===== src/rtl/uart_rx_param.sv =====
// Parametrised UART receiver: 2-flop input sync, 3-sample mid-bit majority vote,
// parity/framing/break/overrun detection, and a valid/ready output FIFO.
module uart_rx_param #(
  parameter int CLK_PER_BIT = 868,
  parameter int DATA_BITS   = 8,
  parameter int PARITY      = 1,
  parameter int STOP_BITS   = 1,
  parameter int FIFO_DEPTH  = 4
) (
  input  logic                 clock,
  input  logic                 reset_n,
  input  logic                 i_rx,
  output logic                 o_valid,
  input  logic                 i_ready,
  output logic [DATA_BITS-1:0] o_data,
  output logic                 o_parity_err,
  output logic                 o_frame_err,
  output logic                 o_break,
  output logic                 o_overrun
);

  localparam int CNT_W = $clog2(CLK_PER_BIT);
  localparam int MID   = (CLK_PER_BIT - 1) / 2;
  localparam int BIT_W = $clog2(DATA_BITS);
  localparam int AW    = $clog2(FIFO_DEPTH);
  localparam int EW    = DATA_BITS + 2;

  localparam logic [CNT_W-1:0] C_MID_M1   = CNT_W'(MID - 1);
  localparam logic [CNT_W-1:0] C_MID      = CNT_W'(MID);
  localparam logic [CNT_W-1:0] C_MID_P1   = CNT_W'(MID + 1);
  localparam logic [CNT_W-1:0] C_LAST     = CNT_W'(CLK_PER_BIT - 1);
  localparam logic [BIT_W-1:0] C_LAST_BIT = BIT_W'(DATA_BITS - 1);
  localparam logic             C_LAST_STP = 1'(STOP_BITS - 1);

  typedef enum logic [2:0] {
    S_IDLE,
    S_START,
    S_DATA,
    S_PARITY,
    S_STOP,
    S_WAIT_HIGH
  } state_t;

  state_t               r_state;
  state_t               w_state_next;
  logic                 r_sync1;
  logic                 r_sync2;
  logic [CNT_W-1:0]     r_cnt;
  logic                 r_s0;
  logic                 r_s1;
  logic [BIT_W-1:0]     r_bit_idx;
  logic                 r_stop_idx;
  logic [DATA_BITS-1:0] r_shift;
  logic                 r_pbit;
  logic                 r_ferr;
  logic                 r_break;
  logic                 r_overrun;
  logic [AW:0]          r_wr_ptr;
  logic [AW:0]          r_rd_ptr;
  logic [EW-1:0]        r_mem [FIFO_DEPTH];

  logic          w_rx;
  logic          w_vote;
  logic          w_decide;
  logic          w_wrap;
  logic          w_par_x;
  logic          w_perr;
  logic          w_last_stop;
  logic          w_frame_err;
  logic          w_is_break;
  logic          w_push_req;
  logic          w_push;
  logic          w_pop;
  logic          w_full;
  logic          w_overrun;
  logic [EW-1:0] w_entry;
  logic [EW-1:0] w_head;

  assign w_rx     = r_sync2;
  assign w_vote   = (r_s0 & r_s1) | (r_s0 & w_rx) | (r_s1 & w_rx);
  assign w_decide = (r_cnt == C_MID_P1);
  assign w_wrap   = (r_cnt == C_LAST);

  always_comb begin
    w_par_x = (^r_shift) ^ r_pbit;
    w_perr  = 1'b0;
    if (PARITY == 1) begin
      w_perr = w_par_x;
    end else if (PARITY == 2) begin
      w_perr = ~w_par_x;
    end
  end

  // The frame is closed at the vote of the last stop bit, not at its end,
  // so a start bit arriving right after the stop bit is never missed.
  assign w_last_stop = (r_state == S_STOP) && w_decide && (r_stop_idx == C_LAST_STP);
  assign w_frame_err = r_ferr | ~w_vote;
  assign w_is_break  = (r_shift == '0) && !r_pbit && w_frame_err;
  assign w_push_req  = w_last_stop && !w_is_break;
  assign w_entry     = {w_frame_err, w_perr, r_shift};

  assign o_valid = (r_wr_ptr != r_rd_ptr);
  assign w_full  = (r_wr_ptr[AW] != r_rd_ptr[AW]) && (r_wr_ptr[AW-1:0] == r_rd_ptr[AW-1:0]);
  assign w_pop     = o_valid && i_ready;
  assign w_push    = w_push_req && (!w_full || w_pop);
  assign w_overrun = w_push_req && w_full && !w_pop;

  assign w_head       = r_mem[r_rd_ptr[AW-1:0]];
  assign o_data       = o_valid ? w_head[DATA_BITS-1:0] : '0;
  assign o_parity_err = o_valid & w_head[DATA_BITS];
  assign o_frame_err  = o_valid & w_head[DATA_BITS+1];
  assign o_break      = r_break;
  assign o_overrun    = r_overrun;

  always_ff @(posedge clock or negedge reset_n) begin
    if (!reset_n) begin
      r_sync1 <= 1'b1;
      r_sync2 <= 1'b1;
    end else begin
      r_sync1 <= i_rx;
      r_sync2 <= r_sync1;
    end
  end

  always_ff @(posedge clock or negedge reset_n) begin
    if (!reset_n) begin
      r_state <= S_IDLE;
    end else begin
      r_state <= w_state_next;
    end
  end

  always_comb begin
    w_state_next = r_state;
    case (r_state)
      S_IDLE: begin
        if (!w_rx) w_state_next = S_START;
      end
      S_START: begin
        if (w_decide && w_vote) begin
          w_state_next = S_IDLE;
        end else if (w_wrap) begin
          w_state_next = S_DATA;
        end
      end
      S_DATA: begin
        if (w_wrap && (r_bit_idx == C_LAST_BIT)) begin
          w_state_next = (PARITY != 0) ? S_PARITY : S_STOP;
        end
      end
      S_PARITY: begin
        if (w_wrap) w_state_next = S_STOP;
      end
      S_STOP: begin
        if (w_last_stop) w_state_next = w_frame_err ? S_WAIT_HIGH : S_IDLE;
      end
      S_WAIT_HIGH: begin
        if (w_rx) w_state_next = S_IDLE;
      end
      default: w_state_next = S_IDLE;
    endcase
  end

  always_ff @(posedge clock or negedge reset_n) begin
    if (!reset_n) begin
      r_cnt      <= '0;
      r_s0       <= 1'b1;
      r_s1       <= 1'b1;
      r_bit_idx  <= '0;
      r_stop_idx <= 1'b0;
      r_shift    <= '0;
      r_pbit     <= 1'b0;
      r_ferr     <= 1'b0;
      r_break    <= 1'b0;
      r_overrun  <= 1'b0;
    end else begin
      r_break   <= w_last_stop && w_is_break;
      r_overrun <= w_overrun;
      if (r_state == S_IDLE || w_wrap || w_state_next == S_IDLE || w_state_next == S_WAIT_HIGH) begin
        r_cnt <= '0;
      end else begin
        r_cnt <= r_cnt + 1'b1;
      end
      if (r_cnt == C_MID_M1) r_s0 <= w_rx;
      if (r_cnt == C_MID) r_s1 <= w_rx;
      case (r_state)
        S_IDLE: begin
          r_bit_idx  <= '0;
          r_stop_idx <= 1'b0;
          r_ferr     <= 1'b0;
          r_pbit     <= 1'b0;
        end
        S_DATA: begin
          if (w_decide) r_shift <= {w_vote, r_shift[DATA_BITS-1:1]};
          if (w_wrap) r_bit_idx <= r_bit_idx + 1'b1;
        end
        S_PARITY: begin
          if (w_decide) r_pbit <= w_vote;
        end
        S_STOP: begin
          if (w_decide && !w_vote) r_ferr <= 1'b1;
          if (w_wrap) r_stop_idx <= r_stop_idx + 1'b1;
        end
        default: ;
      endcase
    end
  end

  always_ff @(posedge clock or negedge reset_n) begin
    if (!reset_n) begin
      r_wr_ptr <= '0;
      r_rd_ptr <= '0;
    end else begin
      if (w_push) r_wr_ptr <= r_wr_ptr + 1'b1;
      if (w_pop) r_rd_ptr <= r_rd_ptr + 1'b1;
    end
  end

  // Storage needs no reset: the head fields are masked until an entry is valid.
  always_ff @(posedge clock) begin
    if (w_push) r_mem[r_wr_ptr[AW-1:0]] <= w_entry;
  end

endmodule


===== config.mk =====
export PLATFORM = sky130hd
export DESIGN_NAME = uart_rx_param
export DESIGN_NICKNAME = d
export VERILOG_FILES = /design/src/rtl/uart_rx_param.sv
export SDC_FILE = /design/constraint.sdc
export NUM_CORES = 1
export LEC_CHECK = 0
export BUFFER_PORTS_ARGS = -buffer_cell sky130_fd_sc_hd__buf_4
export CAP_MARGIN = 10
export CORE_ASPECT_RATIO = 0.6
export CORE_MARGIN = 2
export CORE_UTILIZATION = 60
export CTS_CLUSTER_DIAMETER = 30
export DETAILED_ROUTE_END_ITERATION = 10
export PLACE_DENSITY_LB_ADDON = 0.25
export SETUP_SLACK_MARGIN = 0.3
export SYNTH_ARGS = -nofsm -noshare
export SYNTH_HDL_FRONTEND = slang
export SYNTH_SLANG_ARGS = --single-unit

===== constraint.sdc =====
create_clock -name clock -period 4.68 [get_ports clock]
set_clock_uncertainty 0.1 [all_clocks]
set_input_delay 0.936 -clock clock [delete_from_list [all_inputs] [get_ports clock]]
set_output_delay 0.936 -clock clock [all_outputs]
set_load 0.02 [all_outputs]

; ---- Word level (Yosys, flattened, before mapping)
; Memory sizes are Yosys's and may differ from the RTL's.
; Cells that the tools add are included.
[classes]
add_sub_neg = 5
eq_ne = 18
mux = 21
bitwise = 11
n_reduce_logical = 35
[ops]
columns = cell, n
row1 = $eq 10x9->1 const B, 3
row2 = $mux 3, 9
row3 = $pmux 3 s6, 1
row4 = $logic_and 1x1->1, 14
row5 = $eq 3x3->1 const B, 4
row6 = $add 10x1->10 const B, 1
row7 = $eq 10x10->1 const B, 1
row8 = $mux 10, 1
row9 = $reduce_and 2->1, 5
row10 = $add 3x1->3 const B, 3
row11 = $logic_not 8->1, 1
row12 = $mux 8, 1
row13 = $reduce_xor 8->1, 1
row14 = $eq 3x2->1 const B, 2
row15 = $logic_not 3->1, 2
row16 = $ne 2x2->1 const B, 3
row17 = $pmux 1 s2, 3
row18 = $pmux 3 s2, 1
row19 = $reduce_bool 2->1, 3
row20 = $and 1x1->1, 5
row21 = $logic_not 1->1, 5
row22 = $mux 1, 5
row23 = $logic_or 1x1->1, 4
row24 = $eq 3x1->1 const B, 1
row25 = 8 further kinds, 11
[word_totals]
register_bits = 39
mem_bits_rw = 40
input_bits = 4
output_inout_bits = 13
memories = 1
[mem_list]
columns = memory, depth, word_bits, rd, rd_ports_with_merged_regs, wr, line_no
row1 = r_mem, 4, 10, 1, 0, 1, 60  ; logic [EW-1:0] r_mem [FIFO_DEPTH];

; ---- Longest topological paths before layout
; Gate-level depths: netlist of run 1.
[logic_depth]
word_depth = 12
depth_mapped = 8
ltp_nobuf = 7

; ---- Worst setup path after synthesis of run 1
; Ideal clock, no wire load.
[synth_path]
path_type = reg-to-output
start = register r_rd_ptr[0]
end = output o_data[0]
t_arrival_ps = 1441
setup_slack_ps = 2203
stages_incl_launch_ff = 4
path_buffers = 1
path_cell_list = dfrtp_1 > buf_2 > mux4_2 > and2_1
[synth_via]
elab_chain_len = 2
elab_cells_between_ends = 3
[synth_rtl]
columns = element, line_no
row1 = start: declaration, 59  ; logic [AW:0] r_rd_ptr;
row2 = start signal: assignment, 215  ; if (w_pop) r_rd_ptr <= r_rd_ptr + 1'b1;
row3 = $mem_v2 4x10 or $ne 3x3->1 (tied branches), n/a
row4 = $mux 8 (*), 109  ; assign o_data = o_valid ? w_head[DATA_BITS-1:0] : '0;
row5 = end: declaration, 15  ; output logic [DATA_BITS-1:0] o_data,
; Mark *: on every way between the ends. The rest lies on a longest branch, timed or not.

; ---- Worst setup path after layout of run 1
[layout_path]
start = register r_rd_ptr[0]
end = output o_data[7]
; Same word-level chain as after synthesis.

==> results of run 1 <==
cells in the mapped netlist, drive strengths merged, types with 2 or more instances:
cell,instances,area share
inv,15,0.015
nor3b,2,0.0053
dfrtp,35,0.23
nand3,7,0.012
nor2b,2,0.0033
a22o,2,0.0047
nor2,8,0.0080
xor2,8,0.019
xnor2,12,0.028
nor4,8,0.017
edfxtp,40,0.32
nand4,3,0.0050
ha,15,0.050
nor3,7,0.0093
and4bb,2,0.0076
mux4,10,0.060
nand2,29,0.029
nand3b,2,0.0040
or2,2,0.0033
and4,2,0.0050
mux2,4,0.013
a22oi,2,0.0040
and2,15,0.025
buf,6,0.013
dfstp,4,0.028
and3,4,0.0086
o21ai,13,0.024
clkbuf,5,0.0050
flip-flops by register name, summed over array words and instances, names as in the netlist:
| name | count |
|---|---|
| r_sync1 | 1 |
| r_stop_idx | 1 |
| r_wr_ptr | 3 |
| r_shift | 8 |
| r_state | 3 |
| r_rd_ptr | 3 |
| r_ferr | 1 |
| r_bit_idx | 3 |
| r_s1 | 1 |
| r_sync2 | 1 |
| o_break | 1 |
| r_pbit | 1 |
| r_cnt | 10 |
| r_s0 | 1 |
| r_mem | 40 |
| o_overrun | 1 |
kinds of logic after synthesis:
kind of cell | Yosys count
fa+ha+maj | 16
flops | 79
compound gates | 27
simple gates | 97
mux | 15
xor+xnor | 20
buf+inv | 26
cell type report:
class,count,share of cell area
sequential,79,0.528
multi-input combinational,175,0.352
clock buffer,11,0.0318
timing repair buffer,16,0.0290
tap,84,0.0254
clock inverter,5,0.0200
inverter,15,0.0136
per-layer routing:
metal | routed length, µm | part of all wire | GRT usage | vias up
met4 | 57 | 0.0085 | 0.0641 | 0
met5 | 0 | 0 | 0 | -
met2 | 2820 | 0.42 | 0.292 | 54
met3 | 403 | 0.060 | 0.0804 | 5
li1 | - | - | - | 1053
met1 | 3390 | 0.51 | 0.335 | 1078
path summary, 6_finish.rpt:
check	start	end	cells after the start
worst max-delay path	r_rd_ptr[0]	o_data[7]	5
worst min-delay path	r_sync1	r_sync2	0
worst max register to register	r_cnt[0]	r_mem[3][3]	6
worst min register to register	r_sync1	r_sync2	0
max in group asynchronous	reset_n	r_s1	1
min in group asynchronous	reset_n	r_rd_ptr[0]	1
stage by stage:
| stage | instances | area, µm² | hold slack, ns | setup slack (ns) | utilization |
|---|---|---|---|---|---|
| after floorplan | 280 | 3760 | 0.245 | 2.20 | - |
| after global placement | 369 | 3920 | 0.246 | 1.84 | 0.645 |
| after detailed placement | 369 | 3920 | 0.254 | 1.80 | 0.645 |
| after CTS | 385 | 4140 | 0.266 | 1.35 | 0.680 |
| after global routing | 385 | 4140 | 0.267 | 1.16 | 0.680 |
| final | 385 | 4140 | 0.262 | 1.41 | 0.680 |
worst reg2reg max path, stage by stage, from the launching register on:
cell	delay [ns]
dfrtp_1	0.46
inv_1	0.12
ha_1	0.30
nor2b_1	0.20
nand4_1	0.20
nor3b_2	0.44
and2_1	0.59
report_power, final:
group | switching [mW] | internal, mW | total [mW] | leakage, nW
clock | 0.243 | 0.302 | 0.545 | 0.107
sequential | 0.0593 | 0.739 | 0.798 | 0.940
combinational | 0.0530 | 0.0705 | 0.123 | 0.641
==> out/results.txt, run 1 <==
Status: completed
Buf/Inv on CP: 1
FF/Latch Area: 2180 µm²
Starting Density: 0.618
Slowest-stage cell, CP: dfrtp_1
DR vias/cell: 5.69
Worst path cell trace: xor2_1 -> nor2_1 -> nand2_1 -> and2_1 -> buf_4
First-pass DRT Iterations: 4
Clk root buf: clkbuf_8
GP Congestion: 0.830
H-tree Lvls: 3
Sequential share of the synthesized area: 0.580
Pleak: 1.69 nW
Number of global-route vias before repair: 2063
Slew Limit Fails: 0
RSZ-0062 raised after global routing: false
Die Ht: 65.3 µm
Period utilization: 0.699
Grt ovf: 0
Pwr/cell area: 355 nW/µm²
Fmax: 306 MHz
Post-synth EDFFs: 40
Yosys warning total: 0
Largest net degree at the start of global routing: 40
Hold Path Class: register to register
Worst EP arrival: 2.24 ns
Clk slew on worst S/H paths: 0.08 ns
Critical path startpoint category: register
CP max stage delay: 0.85 ns
Synth Area in Adders: 0.0529
Commonest non-fill, non-tap cell in the layout: edfxtp_1
Largest delay share family, worst path: flip-flops
Die Span X: 106 µm
Synth Area in Compound Gates: 0.0602
Yosys cell types: 56
Max Root-Sink Buffers: 2
XOR/XNOR share of the synthesized area: 0.0466
Max cap viols: 0
Share of layout cells above drive strength 1: 0.233
CTS resizes: 0
Ys async rst share: 0.494
Worst-skew pair later-pin latency: 0.35 ns
Simple-Gate Fraction of Synth Area: 0.152
Post-CTS Setup Inserts: 0
Post-Syn Area: 3760 µm²
Critical path fanouts, max: 13
Finish-stage setup viols: 0
Wire length of the first global-routing pass: 11100 µm
CTS tree: yes
Fin. Hold Viols: 0
Core area: 6080 µm²
Main combinational cell family by area after synthesis: simple AND/OR/NAND/NOR gates
Row count: 22
Routed vias: 2190
Relative slew slack: 0.483
ANT nets after route: 0
Total Power: 1.47 mW
Initial antenna violation count: 0
Num ports: 17
Port Buffers: 16
Critical path class: register to primary output
Total Routing Usage GR: 0.219
Fillers: 426
CP Data Required Time: 3.64 ns
CTS Buf Count: 9
Commonest non-fill, non-tap cells in the layout: 40 x edfxtp_1, 35 x dfrtp_1, 29 x nand2_1
Layout Nets: 315
Multiplexer share of the synthesized area: 0.0755
Hpwl dp: 4510 µm
Crit path capture type: primary output
Synth Flop Type: edfxtp_1
Fin crit period: 3.27 ns
DRC errors left: 0
Yosys reg bits: 79
Area of the multi-input gates: 1460 µm²
Full die area: 6940 µm²
Hold Buf Count CTS: 0
Worst-Margin Slew: 0.776 ns
Clk sink count: 79
ANT cells: 0
Drt wl/cell: 17.3 µm
Area growth from synthesis to layout: 9.91%
VDD IR max: 0.196 mV
Syn_area_per_cell: 13.4 µm²
Post-Synthesis Cells: 280
1st-iter DRT viols: 149
Syn nets: 299
Routed wire length: 6670 µm
Setup TNS Final: 0 ns
Worst R2R Setup Slack: 1.91 ns
No activity file was read; power rests on OpenSTA's default activity.
==> inputs of run 2 (changes only) <==
--- a/config.mk
+++ b/config.mk
@@ -5,11 +5,12 @@
 export SDC_FILE = /design/constraint.sdc
 export NUM_CORES = 1
 export LEC_CHECK = 0
+export ABC_AREA = 1
 export BUFFER_PORTS_ARGS = -buffer_cell sky130_fd_sc_hd__buf_4
 export CAP_MARGIN = 10
 export CORE_ASPECT_RATIO = 0.6
 export CORE_MARGIN = 2
-export CORE_UTILIZATION = 60
+export CORE_UTILIZATION = 55
 export CTS_CLUSTER_DIAMETER = 30
 export DETAILED_ROUTE_END_ITERATION = 10
 export PLACE_DENSITY_LB_ADDON = 0.25
==> constraint.sdc (replaced) <==
create_clock -name clock -period 2.7 [get_ports clock]
set_clock_uncertainty 0.1 [all_clocks]
set_input_delay 0.54 -clock clock [delete_from_list [all_inputs] [get_ports clock]]
set_output_delay 0.54 -clock clock [all_outputs]
set_load 0.02 [all_outputs]
==> run 2 against run 1 <==
Effect of this change: total power rose by 140%; combinational power rose to 8.2 times the previous value; wire length rose by 17%; cell count rose by 28%; core utilization fell by 1.5 points; sequential share of layout area fell by 3.6 points; largest power group unchanged; critical endpoint is now o_data[3]; die area rose by 9.2%; synthesized area rose by 0.57%; final area rose by 7.4%; highest routed layer unchanged.
==> out/results.txt, run 2 <==
Port Buffers: 16 (unchanged)
Critical path fanouts, max: 22 (+9)
Setup TNS Final: 0 ns (unchanged)
Total Power: 3.56 mW (+140%)
Switch Pwr: 1.07 mW (+200%)
Drt wl/cell: 15.8 µm (-8.5%)
Syn_area_per_cell: 10.1 µm² (-25%)
Pwr/cell area: 802 nW/µm² (+130%)
Seq pwr share: 0.369 (-0.175)
Largest net degree at the start of global routing: 40 (unchanged)
Fin. Hold Viols: 0 (unchanged)
Core area: 6680 µm² (+9.7%)
Max cap viols: 0 (unchanged)
Period utilization: 0.870
Die Span X: 111 µm (+4.6%)
Wire length of the first global-routing pass: 12200 µm (+10%)
Worst R2R Setup Slack: 0.41 ns (-1.50 ns)
Clk slew on worst S/H paths: 0.06 ns (-0.02 ns)
Crit path capture type: primary output
Hpwl dp: 5190 µm (+15%)
Max reg flops: 40 (unchanged)
Die Ht: 68.2 µm (+4.4%)
Full die area: 7580 µm² (+9.2%)
Ys async rst share: 0.494 (unchanged)
Gate power share: 0.284 (+0.200)
Routed vias: 2573 (+17%)
Slew Limit Fails: 0 (unchanged)
First-pass DRT Iterations: 4 (unchanged)
Relative slew slack: 0.639 (+0.157)
Clk root buf: clkbuf_16
Commonest non-fill, non-tap cell in the layout: nand2_1
Met3 usage: 0.0496 (-0.0308)
CTS Buf Count: 9 (unchanged)
Sw frac: 0.301 (+0.0590)
Post-synth EDFFs: 40 (unchanged)
Grt ovf: 0 (unchanged)
Sequential share of the synthesized area: 0.577 (-0.00326)
Critical path class: register to primary output
Synth top area share: 0.317 (-0.00179)
Share of layout cells above drive strength 1: 0.219 (-0.0139)
Num ports: 17 (unchanged)
Clk network pwr share: 0.348 (-0.024)
Hold Buf Count CTS: 0 (unchanged)
Worst-skew pair later-pin latency: 0.33 ns (-0.02 ns)
Worst EP arrival: 1.71 ns (-0.53 ns)
Commonest non-fill, non-tap cells in the layout: 54 x nand2_1, 50 x inv_1, 50 x nor2_1
Max Root-Sink Buffers: 2 (unchanged)
Post-Syn Area: 3780 µm² (+0.57%)
VDD IR max: 0.457 mV (+130%)
Status: completed
Post-Synthesis Cells: 373 (+33%)
Yosys reg bits: 79 (unchanged)
Hold Path Class: primary input to async pin
Layout Nets: 421 (+34%)
CP Data Required Time: 2.06 ns (-1.58 ns)
Number of global-route vias before repair: 2347 (+14%)
Row count: 23 (+4.5%)
Worst-Margin Slew: 0.539 ns (-0.237 ns)
Int Pwr: 2.49 mW (+120%)
Most Crowded Layer GR: met1
Yosys warning total: 0 (unchanged)
Critical path startpoint category: register
1st-iter DRT viols: 139 (-6.7%)
Finish-stage setup viols: 0 (unchanged)
Met1 usage: 0.325 (-0.0105)
Initial antenna violation count: 0 (unchanged)
Fmax: 426 MHz
Syn nets: 392 (+31%)
Fillers: 507 (+19%)
Pleak: 2.01 nW (+19%)
Yosys cell types: 34 (-39%)
Met2 Usage GRT: 0.314 (+0.0219)
H-tree Lvls: 3 (unchanged)
RSZ-0062 raised after global routing: false
CTS tree: yes
GP Congestion: 0.817 (-1.6%)
Synth top cells by count: 55 x nand2_1, 51 x inv_1, 50 x nor2_1
Top cells by area, synth: edfxtp_1 32%, dfrtp_1 23%, nand2_1 5.5%
DRC errors left: 0 (unchanged)
Clk sink count: 79 (unchanged)
Fin crit period: 2.35 ns
Synth Flop Type: edfxtp_1
Starting Density: 0.567 (-0.0518)
Total Routing Usage GR: 0.216 (-0.00301)
ANT nets after route: 0 (unchanged)
DR vias/cell: 5.21 (-8.4%)
Routed wire length: 7830 µm (+17%)
Area growth from synthesis to layout: 17.3%
Most frequent cell after synthesis: nand2_1
Synth area leader: edfxtp_1
ANT cells: 0 (unchanged)
-- run 2: cell types whose count changed in the layout (fill, tap and decap cells not counted), sizes merged, moves of 5 or more --
cell / delta
nand3: +12
and2: -15
nor4: -7
a21oi: +5
o21ai: +9
buf: +9
o32ai: +9
nand2: +32
nor2: +63
inv: +40
xnor2: -5
mux4: -10
-- run 2: logic make-up after synthesis --
kind of cell	Yosys count	synth area share
xor gates and xnor gates	17	0.0413
buffers and inverters	63	0.0625
and+or+nand+nor	157	0.199
DFF	79	0.577
AOI/OAI and AO/OA	41	0.0681
adders and majority gates	15	0.0496
muxes	1	0.00298
-- run 2: cell type report --
| cell class | instances | area, µm² | share of cell area |
|---|---|---|---|
| flip-flops and latches | 79 | 2180 | 0.492 |
| inverters | 55 | 209 | 0.0471 |
| multi-input cells | 232 | 1410 | 0.318 |
| clock inverters | 6 | 76.3 | 0.0172 |
| clock buffers | 10 | 229 | 0.0516 |
| well taps | 87 | 109 | 0.0245 |
| repair buffers | 25 | 220 | 0.0496 |
-- run 2: worst max-delay path, cell delays in order, from the launching register on --
cell and delay [ns]:
dfrtp_2 0.41, buf_12 0.16, nand2_1 0.08, a21oi_2 0.25, nand2_2 0.16, nand2_1 0.11, inv_1 0.04, buf_4 0.15
-- run 2: through the flow --
step / utilization / hold WS [ns] / area, µm² / worst slack, ns / instances
finish: 0.665 / 0.0834 / 4440 / 0.351 / 494
CTS: 0.653 / 0.100 / 4360 / 0.304 / 492
global route: 0.665 / 0.118 / 4440 / 0.248 / 494
detailed placement: 0.603 / 0.252 / 4030 / 0.296 / 474
floorplan: - / 0.144 / 3780 / 0.492 / 373
global placement: 0.603 / 0.252 / 4030 / 0.290 / 474
-- run 2: metal layers --
metal,vias up,wire (µm)
li1,1274,-
met1,1225,3790
met2,66,3410
met3,8,533
met4,0,90
met5,-,0
-- run 2: final timing paths --
path | from | endpoint | cells past startpoint
min | reset_n | r_state[1] | 1
max in group asynchronous | reset_n | r_rd_ptr[0] | 1
max reg2reg | r_cnt[0] | r_mem[2][5] | 9
min in group clock | i_rx | r_sync1 | 1
min reg2reg | r_sync1 | r_sync2 | 0
max | r_rd_ptr[0] | o_data[3] | 7
-- run 2: power groups by stage --
stage	logic, mW	registers (mW)	clock network, mW
after global routing	1.11	1.31	1.31
final	1.01	1.31	1.24
after floorplan	0.588	1.33	0
after CTS	0.923	1.30	1.26
after detailed placement	0.902	1.33	0
after global placement	0.886	1.33	0
-- run 2: what timing repair did --
action,4_1_cts,5_1_grt
resized for setup,2,14
cloned,0,1
pin swaps,1,2
hold endpoints to repair,0,0
buffers inserted,2,1
endpoints found under the setup margin,21,50
==> inputs of run 3 (changes only) <==
--- a/config.mk
+++ b/config.mk
@@ -8,11 +8,11 @@
 export ABC_AREA = 1
 export BUFFER_PORTS_ARGS = -buffer_cell sky130_fd_sc_hd__buf_4
 export CAP_MARGIN = 10
-export CORE_ASPECT_RATIO = 0.6
 export CORE_MARGIN = 2
 export CORE_UTILIZATION = 55
 export CTS_CLUSTER_DIAMETER = 30
 export DETAILED_ROUTE_END_ITERATION = 10
+export MAX_ROUTING_LAYER = met4
 export PLACE_DENSITY_LB_ADDON = 0.25
 export SETUP_SLACK_MARGIN = 0.3
 export SYNTH_ARGS = -nofsm -noshare
==> run 3 against run 2 <==
Effect of this change: global-route usage fell by 0.51 points; clock-buffer cell count down 1; hold slack got worse by 0.029 ns; highest routed layer unchanged; die area fell by 0.29%; sequential power about the same; cell count decreased by 1.6%; via count fell by 0.82%; fmax up 2.9%; critical path depth shrank 1; critical path type unchanged; critical endpoint is now o_data[5]; wire length down 12%; largest cell class unchanged.
==> out/results.txt, run 3 (synthesis gave the netlist of run 2 again) <==
Status: completed
Number of global-route vias before repair: 2616 (+11%)
Hold Path Class: primary input to async pin
R2R Path End: r_mem[1][9]
Max Root-Sink Buffers: 2 (unchanged)
Critical path class: register to primary output
CTS Buf Count: 9 (unchanged)
Commonest non-fill, non-tap cell in the layout: nand2_1
Total Power: 3.15 mW (-12%)
Most used cell, CP: buf_4
Fin. Hold Viols: 0 (unchanged)
Max cap viols: 0 (unchanged)
Worst EP arrival: 1.64 ns (-0.07 ns)
Share of layout cells above drive strength 1: 0.219 (+0.000539)
Routed vias: 2552 (-0.82%)
Slew Limit Fails: 0 (unchanged)
DRC errors left: 0 (unchanged)
Drt wl/cell: 14.1 µm (-11%)
Switch Pwr: 1.05 mW (-2.5%)
Design area: 4290 µm² (-3.4%)
Int Pwr: 2.10 mW (-16%)
RR Startpoint: r_sync2
Initial antenna violation count: 0 (unchanged)
Routed wire length: 6860 µm (-12%)
CP max stage delay: 0.38 ns (-0.03 ns)
Core area: 6720 µm² (+0.64%)
1st-iter DRT viols: 185 (+33%)
Clk slew on worst S/H paths: 0.08 ns (+0.02 ns)
Period utilization: 0.846 (-0.0242)
Pleak: 1.94 nW (-3.3%)
Num ports: 17 (unchanged)
Crit path capture type: primary output
Pwr/cell area: 734 nW/µm² (-8.6%)
Gate power share: 0.304 (+0.020)
Clk network pwr share: 0.281 (-0.067)
Starting Density: 0.563 (-0.00359)
Row count: 30 (+30%)
Post-DP Area: 4020 µm² (-0.22%)
Largest net degree at the start of global routing: 40 (unchanged)
Worst R2R Setup Slack: 0.54 ns (+0.13 ns)
Critical path fanouts, max: 21 (-4.5%)
Die Ht: 86.9 µm (+27%)
Core Util, Final: 0.638 (-0.0269)
Clk root buf: clkbuf_8
Layout Nets: 420 (-0.24%)
Reg2Reg Depth: 9 (unchanged)
Hpwl dp: 4660 µm (-10%)
Critical Path Source: r_rd_ptr[0]
Worst-Margin Slew: 0.491 ns (-0.0483 ns)
Fin crit period: 2.28 ns (-0.0654 ns)
Commonest non-fill, non-tap cells in the layout: 54 x nand2_1, 50 x inv_1, 50 x nor2_1
Grt ovf: 0 (unchanged)
CTS tree: yes
ANT nets after route: 0 (unchanged)
RSZ-0062 raised after global routing: true
Die Span X: 86.9 µm (-22%)
VDD IR max: 0.321 mV (-30%)
First-pass DRT Iterations: 4 (unchanged)
Buf/Inv on CP: 3 (unchanged)
Total Routing Usage GR: 0.211 (-0.00506)
Hold Buf Count CTS: 0 (unchanged)
Max reg flops: 40 (unchanged)
Area growth from synthesis to layout: 13.3%
Setup TNS Final: 0 ns (unchanged)
H-tree Lvls: 3 (unchanged)
Port Buffers: 16 (unchanged)
CP Data Required Time: 2.06 ns (about the same)
GP Congestion: 0.881 (+7.9%)
Final WS setup: 0.417 ns (+0.0654 ns)
ANT cells: 0 (unchanged)
Relative slew slack: 0.673 (+0.0334)
Sw frac: 0.333 (+0.0312)
Finish-stage setup viols: 0 (unchanged)
Worst-skew pair later-pin latency: 0.34 ns (about the same)
Slowest-stage cell, CP: dfrtp_1
Seq pwr share: 0.415 (+0.046)
DR vias/cell: 5.25 (+0.82%)
Worst path cell trace: buf_4 -> nor2_1 -> o32ai_1 -> nand2_1 -> inv_1 -> buf_4
Full die area: 7560 µm² (-0.29%)
Largest delay share family, worst path: buffers and inverters
Clk sink count: 79 (unchanged)
Fmax: 438 MHz (+2.9%)
Wire length of the first global-routing pass: 11800 µm (-3.4%)
Pre-CTS setup slack: 0.484 ns (+0.188 ns)
Critical path startpoint category: register
-- run 3: cell count changes in the layout (fill, tap and decap cells not counted), moves of 2 or more --
cell and delta:
clkbuf_16 -9, buf_6 -2, clkinv_1 -3, clkinvlp_4 +3
o32ai_1 +3, o32ai_2 -3, clkbuf_8 +9
-- run 3: what timing repair did --
| item | 4_1_cts | 5_1_grt |
|---|---|---|
| pin swaps | 0 | 1 |
| setup buffers | 1 | 1 |
| setup endpoints to repair | 11 | 15 |
| gates cloned | 1 | 0 |
| resized for setup | 4 | 4 |
-- run 3: worst max path at each step --
stage,endpoint,depth (start not counted),slack (ns)
2_1_floorplan,r_mem[0][0],8,0.49
3_3_place_gp,r_mem[3][4],8,0.54
3_5_place_dp,r_mem[3][4],8,0.48
4_1_cts,o_frame_err,7,0.32
5_1_grt,o_data[0],7,0.28
6_report,o_data[5],6,0.42
-- run 3: final cells by class --
type | instances | area, µm²
Clock buffer | 9 | 124
Clock inverter | 7 | 81.3
Fill cell | 505 | 2430
Inverter | 55 | 206
Multi-Input combinational cell | 232 | 1390
Sequential cell | 79 | 2180
Tap cell | 80 | 100
Timing Repair Buffer | 24 | 200
-- run 3: layer usage --
layer	wire length [µm]	global-route usage	vias to the layer above
met5	0	-	-
met4	91	0.0682	0
met3	168	0.0398	9
met2	3600	0.367	32
met1	3000	0.248	1245
li1	-	-	1266
-- run 3: power by group through the flow --
stage / combinational [mW] / sequential, mW / clock (mW)
after floorplan: 0.588 / 1.33 / 0
after global placement: 0.867 / 1.33 / 0
after detailed placement: 0.901 / 1.33 / 0
after CTS: 0.949 / 1.30 / 0.904
after global routing: 1.05 / 1.31 / 0.958
final: 0.956 / 1.31 / 0.883
-- run 3: per-stage QoR --
step                hold slack [ns]  cells
floorplan                     0.144    373
global placement              0.247    467
detailed placement            0.248    467
CTS                          0.0600    485
global route                 0.0773    486
finish                       0.0547    486
